===== config.mk =====
export PLATFORM = sky130hd
export DESIGN_NAME = hamming_secded_stream_decoder
export DESIGN_NICKNAME = d
export VERILOG_FILES = /design/src/rtl/hamming_secded_stream_decoder.sv
export SDC_FILE = /design/constraint.sdc
export NUM_CORES = 1
export LEC_CHECK = 0
export BUFFER_PORTS_ARGS = -buffer_cell sky130_fd_sc_hd__buf_4
export CORE_MARGIN = 10
export CORE_UTILIZATION = 35
export DETAILED_ROUTE_END_ITERATION = 16
export SYNTH_ARGS = -nofsm -noshare
export SYNTH_HDL_FRONTEND = slang
export SYNTH_SLANG_ARGS = --single-unit

===== constraint.sdc =====
create_clock -name clk -period 2.8 [get_ports clk]
set_input_delay 0.56 -clock clk [delete_from_list [all_inputs] [get_ports clk]]
set_output_delay 0.56 -clock clk [all_outputs]
set_load 0.05 [all_outputs]

===== src/rtl/hamming_secded_stream_decoder.sv =====
// Serial-in Hamming SEC/SEC-DED decoder: bits arrive at positions 1..N, then position 0; words leave on valid/ready.
// Decoded word is presented one clock after its last bit; in_ready drops only while a full word waits behind a stalled output.
module hamming_secded_stream_decoder #(
  parameter int DATA_W = 4,
  parameter int SECDED = 1,
  parameter int CNT_W  = 8,
  localparam int P = (DATA_W <= 4) ? 3 : (DATA_W <= 11) ? 4 : (DATA_W <= 26) ? 5 : 6
) (
  input  logic              clk,
  input  logic              rst,
  input  logic              serial_in,
  input  logic              serial_valid,
  output logic              in_ready,
  input  logic              sync_clr,
  output logic [DATA_W-1:0] data_out,
  output logic              data_valid,
  input  logic              data_ready,
  output logic [P-1:0]      syndrome,
  output logic              err_corrected,
  output logic              err_uncorr,
  output logic [CNT_W-1:0]  corr_cnt,
  output logic [CNT_W-1:0]  uncorr_cnt
);

  localparam int N    = DATA_W + P;
  localparam int CW_W = N + SECDED;
  localparam int CB   = $clog2(CW_W);

  // Position of the k-th data bit: k-th index that is not a power of two.
  function automatic int data_pos(int k);
    int c;
    int r;
    c = 0;
    r = 0;
    for (int i = 3; i < 128; i++) begin
      if ((i & (i - 1)) != 0) begin
        if (c == k) r = i;
        c++;
      end
    end
    return r;
  endfunction

  logic [CB-1:0]     bit_cnt;
  logic [N:0]        cw;
  logic              full;
  logic              load;
  logic              accept;
  logic              wrap;
  logic [P-1:0]      pos;
  logic [P-1:0]      syn_c;
  logic              par_c;
  logic              corr_c;
  logic              unc_c;
  logic              flip_c;
  logic [DATA_W-1:0] dec_c;

  assign load     = full && (!data_valid || data_ready);
  assign in_ready = !full || load;
  assign accept   = serial_valid && in_ready && !sync_clr;
  assign wrap     = accept && (bit_cnt == CB'(CW_W - 1));
  assign pos      = (SECDED != 0 && bit_cnt == CB'(N)) ? '0 : P'(bit_cnt) + P'(1);

  always_comb begin
    syn_c = '0;
    for (int i = 1; i <= N; i++) begin
      if (cw[i]) syn_c = syn_c ^ P'(i);
    end
    par_c  = ^cw;
    corr_c = 1'b0;
    unc_c  = 1'b0;
    flip_c = 1'b0;
    if (SECDED != 0) begin
      // Odd parity means an odd error count; a zero syndrome then blames position 0.
      if (par_c) begin
        if (int'(syn_c) > N) begin
          unc_c = 1'b1;
        end else begin
          corr_c = 1'b1;
          flip_c = (syn_c != '0);
        end
      end else if (syn_c != '0) begin
        unc_c = 1'b1;
      end
    end else if (syn_c != '0) begin
      if (int'(syn_c) > N) begin
        unc_c = 1'b1;
      end else begin
        corr_c = 1'b1;
        flip_c = 1'b1;
      end
    end
  end

  for (genvar k = 0; k < DATA_W; k++) begin : g_data
    localparam int DP = data_pos(k);
    assign dec_c[k] = cw[DP] ^ (flip_c && (syn_c == P'(DP)));
  end

  always_ff @(posedge clk or posedge rst) begin
    if (rst) begin
      bit_cnt <= '0;
      cw      <= '0;
      full    <= 1'b0;
    end else begin
      if (sync_clr) begin
        bit_cnt <= '0;
        if (!full) cw <= '0;
      end else if (accept) begin
        cw[pos] <= serial_in;
        bit_cnt <= wrap ? '0 : bit_cnt + CB'(1);
      end
      if (wrap) full <= 1'b1;
      else if (load) full <= 1'b0;
    end
  end

  always_ff @(posedge clk or posedge rst) begin
    if (rst) begin
      data_out      <= '0;
      data_valid    <= 1'b0;
      syndrome      <= '0;
      err_corrected <= 1'b0;
      err_uncorr    <= 1'b0;
      corr_cnt      <= '0;
      uncorr_cnt    <= '0;
    end else if (load) begin
      data_out      <= dec_c;
      data_valid    <= 1'b1;
      syndrome      <= syn_c;
      err_corrected <= corr_c;
      err_uncorr    <= unc_c;
      if (corr_c && corr_cnt != '1) corr_cnt <= corr_cnt + CNT_W'(1);
      if (unc_c && uncorr_cnt != '1) uncorr_cnt <= uncorr_cnt + CNT_W'(1);
    end else if (data_ready) begin
      data_valid <= 1'b0;
    end
  end

endmodule


# After elaboration in Yosys (flattened, before gate mapping)
# Index checks and enable logic that the tools add are counted.
dict set report totals {
  register_bits 38
}
dict set report classes {
  n_addsub 3
  order_cmp 2
  eq_ne 8
  mux 25
  bitwise_logic 10
  reduce_logical 24
}
# operator count
set op_table {}
lappend op_table {{2-to-1 mux 3 bit} 8}
lappend op_table {{2-to-1 mux 8 bit} 3}
lappend op_table {{adder 8 x 1 -> 8 bit, second input constant} 2}
lappend op_table {{inequality test 8 bit, second input constant} 2}
lappend op_table {{equality test 3 bit, second input constant} 4}
lappend op_table {{logical AND 1 bit} 11}
lappend op_table {{2-to-1 mux 1 bit} 10}
lappend op_table {{bitwise mux 8 bit} 1}
lappend op_table {{XOR reduction 8 bit} 1}
lappend op_table {{inverter 2 bit} 3}
lappend op_table {{AND reduction 2 bit} 3}
lappend op_table {{nonzero test 2 bit} 3}
lappend op_table {{< comparator 3 x 4 -> 1 bit, second input constant} 1}
lappend op_table {{2-to-1 mux 2 bit} 2}
lappend op_table {{bitwise XOR 1 bit} 4}
lappend op_table {{adder 3 x 1 -> 3 bit, second input constant} 1}
lappend op_table {{demux 1 bit (select 3 bit)} 1}
lappend op_table {{equality test 3 x 2 -> 1 bit, second input constant} 1}
lappend op_table {{greater-or-equal comparator 3 x 1 -> 1 bit, second input constant} 1}
lappend op_table {{logical NOT 1 bit} 3}
lappend op_table {{inverter 3 bit} 1}
lappend op_table {{nonzero test 3 bit} 1}
lappend op_table {{logical OR 1 bit} 2}
lappend op_table {{inequality test 2 bit, second input constant} 1}
lappend op_table {{inverter 1 bit, first input constant} 2}

# Logic depth before layout (Yosys ltp)
# Gate-level depths: netlist of the first run.
dict set report depth {
  depth_word 16
  ltp_mapped 7
}

# Worst setup path before layout of the first run
# OpenSTA, ideal clock, no wires.
dict set report synth_path {
  kind {reg2reg}
  start {reg data_valid}
  end {reg cw[0]}
  arrival_time_ns 1.902
  required_ns 2.667
  slack_ns 0.765
  stages_incl_launch_ff 6
  path_buffers 0
  period_less_slack_ns 2.035
  cell_sequence {dfrtp_1 nand3b_1 nand2_1 mux2_2 o21ai_0 o31ai_1}
}
dict set report synth_between {
  elab_chain_cells 8
}
# element line_no
set synth_rtl {}
lappend synth_rtl {{start: declaration} 16} ;# output logic data_valid,
lappend synth_rtl {{start signal: assignment} 121} ;# data_valid <= 1'b0;
lappend synth_rtl {{start signal: assignment} 129} ;# data_valid <= 1'b1;
lappend synth_rtl {{start signal: assignment} 136} ;# data_valid <= 1'b0;
lappend synth_rtl {{logical NOT 1 bit} 58} ;# assign load = full && (!data_valid || data_ready);
lappend synth_rtl {{logical OR 1 bit} 58}
lappend synth_rtl {{logical AND 1 bit} 58}
lappend synth_rtl {{logical OR 1 bit} 59} ;# assign in_ready = !full || load;
lappend synth_rtl {{via in_ready} 13} ;# output logic in_ready,
lappend synth_rtl {{logical AND 1 bit (2 in a row)} 60} ;# assign accept = serial_valid && in_ready && !sync_clr;
lappend synth_rtl {{nonzero test 2 bit (no source line)} -}
lappend synth_rtl {{AND reduction 2 bit (no source line)} -}
lappend synth_rtl {{end signal: indexed assignment} 110} ;# cw[pos] <= serial_in;
lappend synth_rtl {{end: declaration} 45} ;# logic [N:0] cw;
# The timed path passes the listed nets, and every way through them passes these cells.
# A chain may end at the register's enable or synchronous reset.

# Worst setup path in the final report of the first run
dict set report layout_path {
  start {reg cw[6]}
  end {reg uncorr_cnt[6]}
}
dict set report layout_between {
  elab_chain_cells 8
  elab_cells_between_ends 9
  classes_between {4 x mux; 1 x bitwise; 4 x reduce/logical}
}
# element line_no
set layout_rtl {}
lappend layout_rtl {{2-to-1 mux 3 bit} 67} ;# if (cw[i]) syn_c = syn_c ^ P'(i);
lappend layout_rtl {{inverter 3 bit (no source line)} -}
lappend layout_rtl {{2-to-1 mux 3 bit} 67}
lappend layout_rtl {{nonzero test 3 bit} -}
lappend layout_rtl {{2-to-1 mux 1 bit} 82} ;# end else if (syn_c != '0) begin
lappend layout_rtl {{2-to-1 mux 1 bit *} 75} ;# if (par_c) begin
lappend layout_rtl {{logical AND 1 bit *} 134} ;# if (unc_c && uncorr_cnt != '1) uncorr_cnt <= uncorr_cnt + CNT_W'(1);
lappend layout_rtl {{AND reduction 2 bit (no source line) *} -}
lappend layout_rtl {{end signal: assignment} 134}
lappend layout_rtl {{end: declaration} 22} ;# output logic [CNT_W-1:0] uncorr_cnt
# Mark *: on every way between the ends. The rest lies on a longest branch, timed or not.

==> run_results.csv, run 1 <==
group,metric,value,unit
drt,routedWlPerCell,13.5,um
yosys,synthMuxAreaShare,0.0212,
yosys,synth_compound_area_frac,0.153,
yosys,synth.top_cell.area_share,0.448,
sta,fin_ws,0.609,ns
die,die_w,97.9,um
yosys,async_flop_share,1.00,
clocking,cts_sinks,38,
drt,drt_first_pass_iters,4,
yosys,synth_top_family_by_area,"simple AND/OR/NAND/NOR gates",
die,initial_core_util,0.359,
die,pin_count,33,
clocking,cts_tree,"yes",
yosys,synth_ff_type,"dfrtp_1",
final_layout,most-common-layout-cells,"dfrtp_1 (38), buf_4 (33), nand2_1 (23)",
clocking,cts_resized,0,
yosys,netlist_area,2120,um^2
yosys,synth_top_area_cell,"dfrtp_1",
final_layout,nets,256,
global_route,grt_start_max_net_pins,39,
placed_design,dp_hpwl,3320,um
clocking,clk_latency,0.29,ns
yosys,syn_avg_cell_area,9.88,um^2
final_layout,drive_above_1_share,0.219,
setup_path,cp.arrival,2.37,ns
yosys,ys_seq_elements,38,
global_route,track_usage,0.0951,
sta,setup_viol,0,
final_layout,final_common_cell,"dfrtp_1",
sta,fin_crit,2.19,ns
drt,routed_wl,4340,um
sta,fin_skew,0.0112,ns
placed_design,port_buffers,32,
pwr,ir_worst_vdd,0.000255,V
pwr,p_leak,0.00120,uW
pwr,p_per_area,424,nW/um^2
global_route,first_global_vias,1651,
yosys,synthAdderAreaFrac,0.0236,
sta,worst_pin_slew,0.616,ns
sta,min_period_over_period,0.782,
sta,rsz0062_at_grt,"no",
final_layout,num_antenna_cells,0,
final_layout,syn2layout_area_growth,17.9,%
drt,vias,1600,
drt,drtIter0Drc,84,
final_layout,fin_cells,322,
sta,tns,0,ns
sta,report.final.hold_viol_count,0,
yosys,synth_seq_area_share,0.448,
setup_path,cp.required,2.98,ns
status,status,"finished clean",
clocking,path_clk_slew,0.08,ns
setup_path,crit_type,"flop to flop",
yosys,synthSimpleGateAreaFrac,0.179,
yosys,synth_fp_nets,225,
hold_path,hp-class,"input pin to async pin",
drt,drc,0,
setup_path,crit_path_end_kind,"flop",
drt,ant_nets,0,
placed_design,pre_cts_ws,0.630,ns
clocking,cts_buffer_depth,2,
clocking,post_cts_buffers,0,
die,die_y,97.9,um
die,core-area,5920,um^2
die,die-area,9580,um^2
yosys,yosysWarnings,0,
setup_path,start_kind,"flop",
sta,fmaxAchievable,456,MHz
yosys,syn_inst,215,
global_route,antenna_found_initial,0,
yosys,synth_cell_types,41,
final_layout,n_fill_cell,580,
clocking,ctsHoldBuffers,0,
clocking,htreeDepth,2,
drt,avgViaCountPerCell,4.97,
setup_path,r2r_setup_slack,0.61,ns
clocking,cts-root-buf,"clkbuf_8",
placed_design,gp_congestion,0.861,
yosys,synthXorXnorAreaFrac,0.148,
yosys,yosys-top-cells-area,"dfrtp_1 (45%), xor2_1 (7.0%), o21ai_0 (4.9%), nand2_1 (4.1%), a21oi_1 (3.8%)",
clocking,cts_buffers,5,
sta,worst_hold_slack,0.387,ns
setup_path,cp_max_fo,8,
global_route,grt_first_pass_wirelength,7900,um
yosys,synth_edf_count,0,
placed_design,placed_cells,314,
global_route,overflow,0,
run,cap_violations,0,
die,rows,28,
sta,maxSlewViolCount,0,
sta,maxSlewHeadroom,0.586,
==> registers in the layout, summed over array words and instances (netlist names), 3 cells and up <==
| register | count |
|---|---|
| data_out | 4 |
| uncorr_cnt | 8 |
| syndrome | 3 |
| bit_cnt | 3 |
| corr_cnt | 8 |
| cw | 8 |
==> stage by stage <==
stage / area [um^2] / power, uW / utilization
5_1_grt: 2500 / 1120 / 0.423
3_3_place_gp: 2410 / 688 / 0.407
3_5_place_dp: 2410 / 688 / 0.407
4_1_cts: 2500 / 1080 / 0.423
6_report: 2500 / 1060 / 0.423
2_1_floorplan: 2120 / 665 / -
==> metal layers <==
layer  global-route usage  up-vias  part of all wire
met5                    0        -                 0
met4               0.0268        0            0.0097
met3               0.0289        4             0.043
met2                0.152       21              0.47
met1                0.120      754              0.47
li1                     -      821                 -
==> logic make-up (layout without fill, tap and decap cells) <==
| group | Yosys count | count (layout) |
|---|---|---|
| adders and majority gates | 4 | 4 |
| AOI/OAI and AO/OA | 54 | 54 |
| and+or+nand+nor | 75 | 75 |
| buffers and inverters | 11 | 43 |
| muxes | 4 | 4 |
| DFF | 38 | 38 |
| xor gates and xnor gates | 29 | 29 |
==> final timing paths <==
path | startpoint | endpoint | cells past startpoint
min in group clk | syndrome[0] | syndrome[0] | 2
max in group asynchronous | rst | corr_cnt[0] | 3
setup / recovery | cw[6] | uncorr_cnt[6] | 5
setup reg to reg | cw[6] | uncorr_cnt[6] | 5
hold / removal | rst | err_uncorr | 3
hold reg to reg | syndrome[0] | syndrome[0] | 2
==> critical path, stage by stage (launching register included) <==
cell,delay [ns]
dfrtp_1,0.50
xor2_4,0.24
xnor2_1,0.30
nand2_1,0.26
a2111oi_2,0.44
mux2_1,0.35
==> cells in the mapped netlist, types with 2 or more instances <==
| cell | instances |
|---|---|
| xor2_4 | 2 |
| dfrtp_1 | 38 |
| and2_1 | 2 |
| or2_2 | 2 |
| nor2b_1 | 3 |
| nor2_1 | 10 |
| nand3_1 | 10 |
| o21ai_0 | 21 |
| nor3_1 | 6 |
| a211oi_1 | 3 |
| o211ai_1 | 5 |
| mux2_2 | 3 |
| and3_1 | 3 |
| nor4_1 | 3 |
| o31ai_1 | 2 |
| nand4_1 | 2 |
| nand2b_1 | 5 |
| buf_4 | 3 |
| xnor2_1 | 7 |
| nand2_1 | 23 |
| a31oi_1 | 2 |
| xor2_2 | 2 |
| xor2_1 | 17 |
| a21oi_1 | 16 |
| inv_1 | 2 |
| ha_1 | 4 |
| clkbuf_1 | 5 |
==> final cells by class <==
type / instances / area (um^2) / share of cell area
Tap cell: 75 / 93.8 / 0.0375
Multi-Input combinational cell: 166 / 1110 / 0.444
Sequential cell: 38 / 951 / 0.380
Clock buffer: 7 / 86.3 / 0.0345
Timing Repair Buffer: 33 / 248 / 0.0990
Inverter: 2 / 7.51 / 0.00300
Clock inverter: 1 / 5.00 / 0.00200
==> power breakdown <==
part | internal [uW] | switching (uW) | total, uW | leakage [uW]
registers | 554 | 9.35 | 564 | 0.000529
logic | 39.8 | 72.3 | 112 | 0.000625
clock network | 199 | 186 | 385 | 0.0000482
(Power assumes the default switching activity.)
==> run 2, diff against run 1 <==
clock period = 2 ns   (was 2.8 ns; I/O delays follow)
==> run 2 against run 1 <==
Sequential power grew 40%. Hold slack lost 0.16 ns. Final cell count grew 7.5%. Fmax grew 14%. Die area is the same. Sequential share of layout area shrank 3.4 points. Cell area grew 11%. Via count grew 6.3%. Critical path depth is the same. Power grew 46%. Largest power group unchanged.
==> run_results.csv, run 2 (synthesis gave the netlist of run 1 again) <==
group,metric,value,unit
clocking,path_clk_slew,0.07,ns
drt,routedWlPerCell,13.0,um
drt,ant_nets,0,
global_route,antenna_found_initial,0,
setup_path,crit_type,"flop to flop",
drt,avgViaCountPerCell,4.92,
drt,drc,0,
sta,maxSlewViolCount,0,
clocking,cts_tree,"yes",
setup_path,crit_path_end_kind,"flop",
sta,report.final.hold_viol_count,0,
clocking,ctsHoldBuffers,0,
sta,min_period_over_period,0.962,
clocking,cts_sinks,38,
clocking,cts-root-buf,"clkbuf_8",
clocking,htreeDepth,2,
status,status,"finished clean",
final_layout,syn2layout_area_growth,30.4,%
die,die_w,97.9,um
pwr,ir_worst_vdd,0.000338,V
final_layout,nets,280,
global_route,track_usage,0.0935,
run,cap_violations,0,
drt,drt_first_pass_iters,4,
setup_path,cp.required,2.18,ns
sta,fmaxAchievable,520,MHz
sta,maxSlewHeadroom,0.648,
clocking,clk_latency,0.29,ns
placed_design,placed_cells,336,
drt,routed_wl,4490,um
final_layout,largestRegisters,"corr_cnt: 8 flops, cw: 8 flops, uncorr_cnt: 8 flops",
sta,fin_skew,0.00587,ns
drt,vias,1701,
setup_path,start_kind,"flop",
final_layout,seq_area,957,um^2
pwr,total_power,1550,uW
sta,setup_viol,0,
drt,drtIter0Drc,55,
clocking,cts_buffer_depth,2,
placed_design,dp_hpwl,3500,um
die,pin_count,33,
placed_design,port_buffers,32,
final_layout,num_antenna_cells,0,
pwr,p_leak,0.00133,uW
final_layout,multi_input_area,1190,um^2
die,die-area,9580,um^2
placed_design,gp_congestion,0.787,
clocking,cts_buffers,5,
final_layout,drive_above_1_share,0.321,
final_layout,n_fill_cell,567,
sta,fin_crit,1.92,ns
pwr,p_per_area,560,nW/um^2
final_layout,final_common_cell,"buf_4",
global_route,overflow,0,
setup_path,cp.arrival,2.10,ns
sta,worst_pin_slew,0.524,ns
die,core-area,5920,um^2
final_layout,most-common-layout-cells,"buf_4 (57), dfrtp_1 (33), nand2_1 (22)",
final_layout,fin_cells,346,
die,initial_core_util,0.359,
die,rows,28,
hold_path,hp-class,"input pin to async pin",
global_route,first_global_vias,1673,
global_route,grt_first_pass_wirelength,7690,um
setup_path,cp_max_fo,6,
global_route,grt_start_max_net_pins,39,
die,die_y,97.9,um
[run 2: worst max-delay path, stage by stage (launching register included)]
cell	delay [ns]
dfrtp_2	0.44
xor2_4	0.26
xor2_4	0.23
o2111ai_4	0.21
a2111oi_4	0.35
mux2_4	0.33
[run 2: power breakdown]
part	internal (uW)	leakage, uW	total, uW	switching (uW)
sequential	777	0.000521	788	11.5
combinational	99.7	0.000757	223	123
clock	278	0.0000482	540	262
[run 2: final cells by class]
| cell class | count | area share |
|---|---|---|
| clock inverters | 1 | 0.00181 |
| repair buffers | 57 | 0.155 |
| flip-flops and latches | 38 | 0.346 |
| clock buffers | 7 | 0.0312 |
| multi-input cells | 166 | 0.430 |
| well taps | 75 | 0.0339 |
| inverters | 2 | 0.00271 |
[run 2: what timing repair did]
item	CTS	global route
resized for setup	2	8
setup endpoints to repair	1	2
pin swaps	1	6
buffers inserted	0	2
[run 2: metrics by stage]
| stage | TNS (ns) | util | setup slack (ns) | instance area [um^2] | hold WS, ns |
|---|---|---|---|---|---|
| floorplan | 0 | - | 0.0131 | 2150 | 0.490 |
| global route | -0.0242 | 0.468 | -0.0242 | 2770 | 0.288 |
| finish | 0 | 0.468 | 0.0757 | 2770 | 0.222 |
| CTS | 0 | 0.456 | 0.0107 | 2700 | 0.245 |
| global placement | 0 | 0.440 | 0.0683 | 2600 | 0.454 |
| detailed placement | -0.000251 | 0.440 | -0.000251 | 2600 | 0.460 |
[run 2: final timing paths]
| kind | end | cells past startpoint | slack [ns] | start |
|---|---|---|---|---|
| setup reg to reg | uncorr_cnt[6] | 5 | 0.08 | cw[7] |
| max in group asynchronous | cw[7] | 3 | 1.42 | rst |
| hold / removal | err_uncorr | 3 | 0.22 | rst |
| setup / recovery | uncorr_cnt[6] | 5 | 0.08 | cw[7] |
| min in group clk | bit_cnt[1] | 2 | 0.36 | sync_clr |
| hold reg to reg | syndrome[1] | 2 | 0.47 | syndrome[1] |
[run 2: layer usage]
| layer | part of all wire | GRT usage |
|---|---|---|
| met2 | 0.47 | 0.148 |
| met3 | 0.060 | 0.0374 |
| met5 | 0 | 0 |
| met4 | 0.0056 | 0.0235 |
| met1 | 0.46 | 0.116 |
